===== src/rtl/vga_fb_fetch_arb.sv =====
// Single-port frame-buffer arbiter: the VGA line fetch (deadline, always wins) fills a
// ping-pong line buffer; a pixel writer gets the memory only when no fetch is pending.
module vga_fb_fetch_arb #(
    parameter int DATA_W     = 32,
    parameter int ADDR_W     = 18,
    parameter int LINE_W     = 10,
    parameter int LINE_WORDS = 160,
    parameter int MAX_OUT    = 4
) (
    input  logic              clk,
    input  logic              rst,
    input  logic              line_req,
    input  logic [LINE_W-1:0] line_idx,
    input  logic [ADDR_W-1:0] fb_base,
    input  logic              wr_req,
    input  logic [ADDR_W-1:0] wr_addr,
    input  logic [DATA_W-1:0] wr_data,
    output logic              wr_ack,
    output logic              mem_req,
    output logic              mem_we,
    output logic [ADDR_W-1:0] mem_addr,
    output logic [DATA_W-1:0] mem_wdata,
    input  logic              mem_ready,
    input  logic              mem_rvalid,
    input  logic [DATA_W-1:0] mem_rdata,
    output logic              lb_we,
    output logic              lb_bank,
    output logic [7:0]        lb_addr,
    output logic [DATA_W-1:0] lb_wdata,
    output logic              fetch_done,
    output logic              disp_bank,
    output logic              overrun
);

    localparam logic [1:0] S_IDLE  = 2'd0;
    localparam logic [1:0] S_FETCH = 2'd1;
    localparam logic [1:0] S_DRAIN = 2'd2;
    localparam logic [1:0] S_WRITE = 2'd3;

    logic [1:0]        r_state;
    logic              r_pend;
    logic [ADDR_W-1:0] r_pend_addr;
    logic [ADDR_W-1:0] r_start;
    logic [7:0]        r_issue_cnt;
    logic [7:0]        r_wr_cnt;
    logic [2:0]        r_out;
    logic              r_done;
    logic              r_lb_bank;
    logic              r_disp_bank;
    logic              r_overrun;

    logic [ADDR_W-1:0] w_req_addr;
    logic [ADDR_W-1:0] w_next_start;
    logic              w_fetch_go;
    logic              w_busy;
    logic              w_rd_req;
    logic              w_wr_req;
    logic              w_rd_hs;
    logic              w_rv;
    logic              w_last_wr;

    // Start address wraps modulo 2^ADDR_W by construction of the operand widths.
    assign w_req_addr   = fb_base + ADDR_W'(line_idx) * ADDR_W'(LINE_WORDS);
    // A request arriving in IDLE is honoured in the same cycle, so it beats a concurrent wr_req.
    assign w_fetch_go   = r_pend | line_req;
    assign w_next_start = line_req ? w_req_addr : r_pend_addr;

    assign w_busy    = (r_state == S_FETCH) || (r_state == S_DRAIN);
    assign w_rd_req  = (r_state == S_FETCH) && (r_out < 3'(MAX_OUT));
    assign w_wr_req  = (r_state == S_WRITE) && wr_req;
    assign w_rd_hs   = w_rd_req && mem_ready;
    assign w_rv      = mem_rvalid && w_busy;
    assign w_last_wr = w_rv && (r_wr_cnt == 8'(LINE_WORDS - 1));

    assign mem_req    = w_rd_req | w_wr_req;
    assign mem_we     = w_wr_req;
    assign mem_addr   = w_rd_req ? (r_start + ADDR_W'(r_issue_cnt)) :
                        w_wr_req ? wr_addr : '0;
    assign mem_wdata  = w_wr_req ? wr_data : '0;
    assign wr_ack     = w_wr_req && mem_ready;

    assign lb_we      = w_rv;
    assign lb_addr    = w_rv ? r_wr_cnt : '0;
    assign lb_wdata   = w_rv ? mem_rdata : '0;
    assign lb_bank    = r_lb_bank;
    assign fetch_done = r_done;
    assign disp_bank  = r_disp_bank;
    assign overrun    = r_overrun;

    // NOTE: sequential state uses non-blocking assignments only, so every register
    // samples pre-edge values regardless of statement order within the block.
    always_ff @(posedge clk or posedge rst) begin
        if (rst) begin
            r_state     <= S_IDLE;
            r_pend      <= 1'b0;
            r_pend_addr <= '0;
            r_start     <= '0;
            r_issue_cnt <= '0;
            r_wr_cnt    <= '0;
            r_out       <= '0;
            r_done      <= 1'b0;
            r_lb_bank   <= 1'b0;
            r_disp_bank <= 1'b1;
            r_overrun   <= 1'b0;
        end else begin
            r_done <= 1'b0;

            if (line_req) begin
                r_pend_addr <= w_req_addr;
                if (r_pend || w_busy) r_overrun <= 1'b1;
            end
            if (line_req && (r_state != S_IDLE)) r_pend <= 1'b1;
            else if (r_state == S_IDLE)          r_pend <= 1'b0;

            case ({w_rd_hs, w_rv})
                2'b10:   r_out <= r_out + 3'd1;
                2'b01:   r_out <= r_out - 3'd1;
                default: r_out <= r_out;
            endcase
            if (w_rd_hs) r_issue_cnt <= r_issue_cnt + 8'd1;
            if (w_rv)    r_wr_cnt    <= r_wr_cnt + 8'd1;

            case (r_state)
                S_IDLE: begin
                    if (w_fetch_go) begin
                        r_state     <= S_FETCH;
                        r_start     <= w_next_start;
                        r_issue_cnt <= '0;
                        r_wr_cnt    <= '0;
                    end else if (wr_req) begin
                        r_state <= S_WRITE;
                    end
                end
                S_FETCH: begin
                    if (w_rd_hs && (r_issue_cnt == 8'(LINE_WORDS - 1))) r_state <= S_DRAIN;
                end
                S_WRITE: begin
                    if (!wr_req || mem_ready) r_state <= S_IDLE;
                end
                default: r_state <= r_state;
            endcase

            // Last beat written: hand the filled bank to the display and swap.
            if (w_last_wr) begin
                r_done      <= 1'b1;
                r_disp_bank <= r_lb_bank;
                r_lb_bank   <= ~r_lb_bank;
                r_state     <= S_IDLE;
            end
        end
    end

endmodule


===== config.mk =====
export PLATFORM = sky130hd
export DESIGN_NAME = vga_fb_fetch_arb
export DESIGN_NICKNAME = d
export VERILOG_FILES = /design/src/rtl/vga_fb_fetch_arb.sv
export SDC_FILE = /design/constraint.sdc
export NUM_CORES = 1
export LEC_CHECK = 0
export CAP_MARGIN = 5
export CORE_ASPECT_RATIO = 1.75
export CORE_MARGIN = 4
export CORE_UTILIZATION = 44
export DETAILED_ROUTE_END_ITERATION = 7
export PLACE_DENSITY = 0.9
export REMOVE_ABC_BUFFERS = 1
export SLEW_MARGIN = 30
export SYNTH_ARGS = -nofsm -noshare
export SYNTH_HDL_FRONTEND = slang
export SYNTH_SLANG_ARGS = --single-unit

===== constraint.sdc =====
create_clock -name clk -period 3 [get_ports clk]
set_clock_uncertainty 0.15 [all_clocks]
set_input_delay 0.6 -clock clk [delete_from_list [all_inputs] [get_ports clk]]
set_output_delay 0.6 -clock clk [all_outputs]
set_load 0.02 [all_outputs]

Yosys cells after proc, flatten, opt, wreduce, memory -nomap -nowiden. Cells that the tools add are included.

Bitwise logic cells: 3. Muxes and demuxes: 22. Add/subtract/negate cells: 6. Reductions and logical operators: 20. Equality and inequality tests: 10. Magnitude comparators: 1. Multiply operators: 1.

Operators by type and width (number): two-way mux 32 bit (2); two-way mux 8 bit (7); two-way mux 18 bit (3); adder 18 bit (1); adder 18 x 8 -> 18 bit (1); adder 8 x 1 -> 8 bit (second input constant) (2); equality test 8 bit (second input constant) (2); multiplier 10 x 3 -> 13 bit (second input constant) (1); two-way mux 2 bit (5); logical AND 1 bit (8); equality test 2 bit (second input constant) (3); != test 3 x 2 -> 1 bit (second input constant) (2); one-hot mux 2 bit (3 select lines) (1); one-hot mux 3 bit (2 select lines) (1); nonzero test 2 bit (3); equality test 2 x 1 -> 1 bit (second input constant) (2); != test 4 bit (second input constant) (1); AND reduction 2 bit (2); AND reduction 4 bit (1); nonzero test 4 bit (1); adder 3 x 1 -> 3 bit (second input constant) (1); logical OR 1 bit (3); less-than comparator 3 bit (second input constant) (1); two-way mux 1 bit (3); 5 further kinds (6).

Output and inout bits: 98. Register bits after elaboration: 62.

Logic depth before layout (Yosys ltp).
Word-level depth: 7. Gate-level depth with buffers: 18. Mapped depth without buffers: 17.

Worst setup path after synthesis. OpenSTA, ideal clock, no wires.

Path type: input port to flip-flop. Start point: in line_idx[1]. End point: reg r_pend_addr[17]. Arrival time: 3.931 ns. Path slack: -1.206 ns. Setup time: 0.125 ns. Buffers on the path: 1. Data required time: 2.725 ns. Cell stages on the path: 18. Cell sequence: ha_1 ha_1 inv_1 fa_1 nor2b_1 o21ai_0 a21boi_0 o21ai_0 nor2b_1 xnor2_1 ha_1 buf_6 a21o_1 o21bai_4 a2111oi_0 o211ai_2 xnor2_1 mux2_4.

Cells in the longest elaborated chain, start to end: 3.

RTL lines: start: declaration (RTL line 13) `input logic [LINE_W-1:0] line_idx,`; multiplier 10 x 3 -> 13 bit (RTL line 63) `assign w_req_addr = fb_base + ADDR_W'(line_idx) * ADDR_W'(LINE_WORDS);`; adder 18 bit (RTL line 63); two-way mux 18 bit; via w_next_start[17] (RTL line 53) `logic [ADDR_W-1:0] w_next_start;`; end signal: assignment (RTL line 109) `r_pend_addr <= w_req_addr;`; end: declaration (RTL line 42) `logic [ADDR_W-1:0] r_pend_addr;`.

The timed path passes the listed nets, and every way through them passes these cells. A chain may end at the register's enable or synchronous reset.

Final worst setup path. Same ends and word-level chain as after synthesis.

==> results.sh <==
export IMPL_outcome="finished with violations"
export IMPL_violated_checks="DRC, setup timing"
export IMPL_finish_utilization_pct=84.3
export IMPL_final_hold_violation_count=0
export IMPL_clkSlewWorstSetupHoldPaths_ns=0.05
export IMPL_vdd_ir_drop_worst_mv=0.751
export IMPL_wl_per_cell_um=28.2
export IMPL_crit_path_cell_trace="buf_8 -> ha_4 -> ha_4 -> inv_2 -> fa_2 -> nor2b_4 -> o21ai_2 -> a21boi_2 -> o21ai_2 -> nor2b_4 -> xnor2_2 -> ha_4 -> a21o_1 -> o21bai_4 -> buf_6 -> a2111oi_4 -> o211ai_4 -> xnor2_2 -> mux2_4"
export IMPL_floorplan_io_pins=214
export IMPL_r2r_end="r_wr_cnt[7]$_DFF_PP0_"
export IMPL_cts_sink_count=62
export IMPL_post_place_cells=1008
export IMPL_synthesis_yosys_warnings=0
export IMPL_cap_violations=0
export IMPL_ys_top_cells_by_count="and3_1, nand2_1, dfrtp_1"
export IMPL_detail_route_first_pass_iterations=8
export IMPL_worstSkewPairLatency_ns=0.35
export IMPL_post_route_cells_drive_above_1_share_pct=32.5
export IMPL_synth_largest_type_area_fraction_pct=30.5
export IMPL_finish_instance_area_mm2=0.00936
export IMPL_slew_violations=0
export IMPL_global_route_usage_total_pct=36.4
export IMPL_drt_antenna_violating_nets=0
export IMPL_postPlaceCellArea_mm2=0.00805
export IMPL_clock_tree_from_tritoncts="yes"
export IMPL_slew_headroom_pct=46.2
export IMPL_worst_case_hold_slack_ns=0.333
export IMPL_nets=1087
export IMPL_critPathSlowestCell="a2111oi_4"
export IMPL_tightest_slew_ns=0.803
export IMPL_critical_path_required_ns=3.07
export IMPL_drt_iter0_markers=929
export IMPL_grt_max_degree=40
export IMPL_root_buffer_cell="clkbuf_16"
export IMPL_drt_wl_total_mm=29.8
export IMPL_dominant_cell_type_by_count_on_the_critical_path="ha_4"
export IMPL_setup_worst_path_class="primary input to flop"
export IMPL_worst_r2r_path_depth=7
export IMPL_gp_congestion=0.892
export IMPL_rsz0062_at_grt="yes"
export IMPL_fillers=479
export IMPL_starting_utilization_of_the_core_area_pct=45.1
export IMPL_ctsHtreeMaxLevel=3
export IMPL_setup_violations=31
export IMPL_worstHoldPathType="flop to flop"
export IMPL_hold_buffers=0
export IMPL_routed_via_count=7021
export IMPL_chip_width_um=88.6
export IMPL_syn_cell_area_mm2=0.00501
export IMPL_std_cell_rows=51
export IMPL_critical_path_startpoint_type="primary input"
export IMPL_grt_busiest_layer="met2"
export IMPL_period_share_pct=139
export IMPL_crit_path_end="r_pend_addr[17]$_DFF_PP0_"
export IMPL_vias_in_the_first_global_route=6715
export IMPL_vertical_die_dimension_um=149
export IMPL_globalRouteMet2Util_pct=61.9
export IMPL_post_layout_nonfiller_instances=1058
export IMPL_cts_max_path_buffers=2
export IMPL_place_detailed_hpwl_mm=14.8
export IMPL_overflow=0
export IMPL_portBuffers=213
export IMPL_critical_path_max_stage_delay_ns=0.42
export IMPL_synth_largest_area_cell="dfrtp_1"
export IMPL_route_detailed_drc=35
export IMPL_initial_antenna_violation_count=3
export IMPL_layout_setup_ws_ns=-1.17
export IMPL_path_max_fanout=2
export IMPL_layout_area_overhead_vs_synth_pct=87.0
export IMPL_post_synth_num_cell_types=61
export IMPL_post_layout_total_power_mw=7.47
export IMPL_ys_seq_area_share_pct=31.0
export IMPL_reg2reg_slack_ns=0.10
export IMPL_ys_seq_elements=62
export IMPL_detail_route_vias_per_cell=6.64
export IMPL_period_needed_ns=4.17
export IMPL_cts_buffers=9
export IMPL_synth_top_cells_by_area="dfrtp_1, ha_1, and3_1, nand2_1, xnor2_1"
export IMPL_clock_fmax_ghz=0.240
export IMPL_worstReg2RegStart="r_state[0]$_DFFE_PP0P_"
export IMPL_synth_async_sr_flop_share_pct=100
export IMPL_global_routing_usage_on_met3_pct=13.7
export IMPL_synth_top_flop_cell="dfrtp_1"
export IMPL_power_density_mw_per_mm2=798
export IMPL_timing_critical_path_to_type="flop"
export IMPL_grt_pass1_wl_mm=35.7
export IMPL_post_synth_inst_count=582
export IMPL_synth_enable_flop_cells=0
export IMPL_placeableCoreArea_mm2=0.0111
export IMPL_multi_input_comb_area_mm2=0.00398
export IMPL_setup_worst_path_start="line_idx[1]"
export IMPL_global_route_usage_met1_pct=32.6
export IMPL_sequential_cell_area_mm2=0.00156
export IMPL_p_leak_nw=4.76
export IMPL_design_die_area_mm2=0.0132
export IMPL_syn_mean_instance_area_um2=8.60
export IMPL_crit_arrival_ns=4.24
stage by stage:
| stage | setup slack (ns) | setup TNS (ns) |
|---|---|---|
| 5_1_grt | -1.30 | -15.53 |
| 4_1_cts | -0.953 | -8.07 |
| 2_1_floorplan | -1.18 | -7.10 |
| 3_5_place_dp | -1.97 | -27.71 |
| 6_report | -1.17 | -13.56 |
| 3_3_place_gp | -1.75 | -24.06 |
critical path: cells and delay by family:
kind                       cells  cell delay (ns)
adders and majority gates      4             1.04
AOI/OAI and AO/OA              7             1.33
and+or+nand+nor                2             0.28
muxes                          1             0.27
xor gates and xnor gates       2             0.44
buffers and inverters          3             0.27
what timing repair did:
item,CTS,global route
endpoints found under the setup margin,77,57
resized for setup,216,101
pin swaps,46,41
setup buffers,21,17
sequential cells by signal (all words and copies together) (netlist names):
signal,flops
r_pend_addr,18
r_start,18
r_issue_cnt,8
r_wr_cnt,8
r_out,3
r_state,2
disp_bank,1
fetch_done,1
lb_bank,1
overrun,1
r_pend,1
power breakdown:
group | switching (mW) | total, mW | internal (mW)
Combinational | 2.73 | 5.00 | 2.27
Sequential | 0.297 | 1.41 | 1.11
Clock | 0.411 | 1.06 | 0.647
Total | 3.44 | 7.47 | 4.03
cell usage in the layout (no fill, tap or decap), drive strengths merged, types with 3 or more instances in the layout:
| master | count |
|---|---|
| and2 | 5 |
| xor2 | 18 |
| a21o | 10 |
| inv | 21 |
| clkdlybuf4s50 | 154 |
| dlymetal6s2s | 22 |
| a31oi | 4 |
| o31ai | 3 |
| or2 | 4 |
| fa | 4 |
| buf | 160 |
| a211oi | 6 |
| clkbuf | 18 |
| dfrtp | 61 |
| xnor2 | 23 |
| nand2b | 6 |
| o211ai | 4 |
| nand3 | 12 |
| o22ai | 4 |
| nor2 | 35 |
| a31o | 3 |
| ha | 46 |
| or3 | 3 |
| o21bai | 3 |
| nand2 | 74 |
| nor2b | 9 |
| a21oi | 18 |
| dlygate4sd2 | 16 |
| nand4 | 5 |
| nor3 | 8 |
| and3 | 74 |
| o21a | 6 |
| o21ai | 37 |
| a211o | 3 |
| mux2 | 18 |
| mux2i | 3 |
worst min-delay path by stage:
stage	start	to	cells after the start
after floorplan	r_pend_addr[15]$_DFF_PP0_	r_pend_addr[15]$_DFF_PP0_	2
after global placement	disp_bank$_DFFE_PP1P_	disp_bank$_DFFE_PP1P_	2
after detailed placement	r_out[0]$_DFFE_PP0P_	r_out[0]$_DFFE_PP0P_	1
after CTS	disp_bank$_DFFE_PP1P_	disp_bank$_DFFE_PP1P_	2
after global routing	overrun$_DFFE_PP0P_	overrun$_DFFE_PP0P_	1
final	overrun$_DFFE_PP0P_	overrun$_DFFE_PP0P_	1
logic make-up (layout without fill, tap and decap cells):
family                   after synthesis  count (layout)  synth area share (%)
adder cells (fa/ha/maj)               50              50                  13.1
flip-flops                            62              62                  31.0
AO/OA/AOI/OAI                        115             115                  15.3
AND/OR/NAND/NOR                      244             244                  24.9
other                                  0               1                     0
multiplexers                          21              21                  4.72
XOR/XNOR                              41              41                  7.17
buffers and inverters                 49             392                  3.82
final cells by class:
cell class,instances,share of cell area [%]
Multi-Input combinational cell,471,42.5
Timing Repair Buffer,356,35.2
Sequential cell,62,16.6
Clock buffer,15,3.07
Tap cell,132,1.76
Inverter,21,0.842
Antenna cell,1,0.0267
layer usage:
metal	wire, um	part of all wire [%]
met2	14200	47
met5	46	0.15
met1	8320	28
met3	3680	12
met4	3620	12
(Power assumes the default switching activity.)
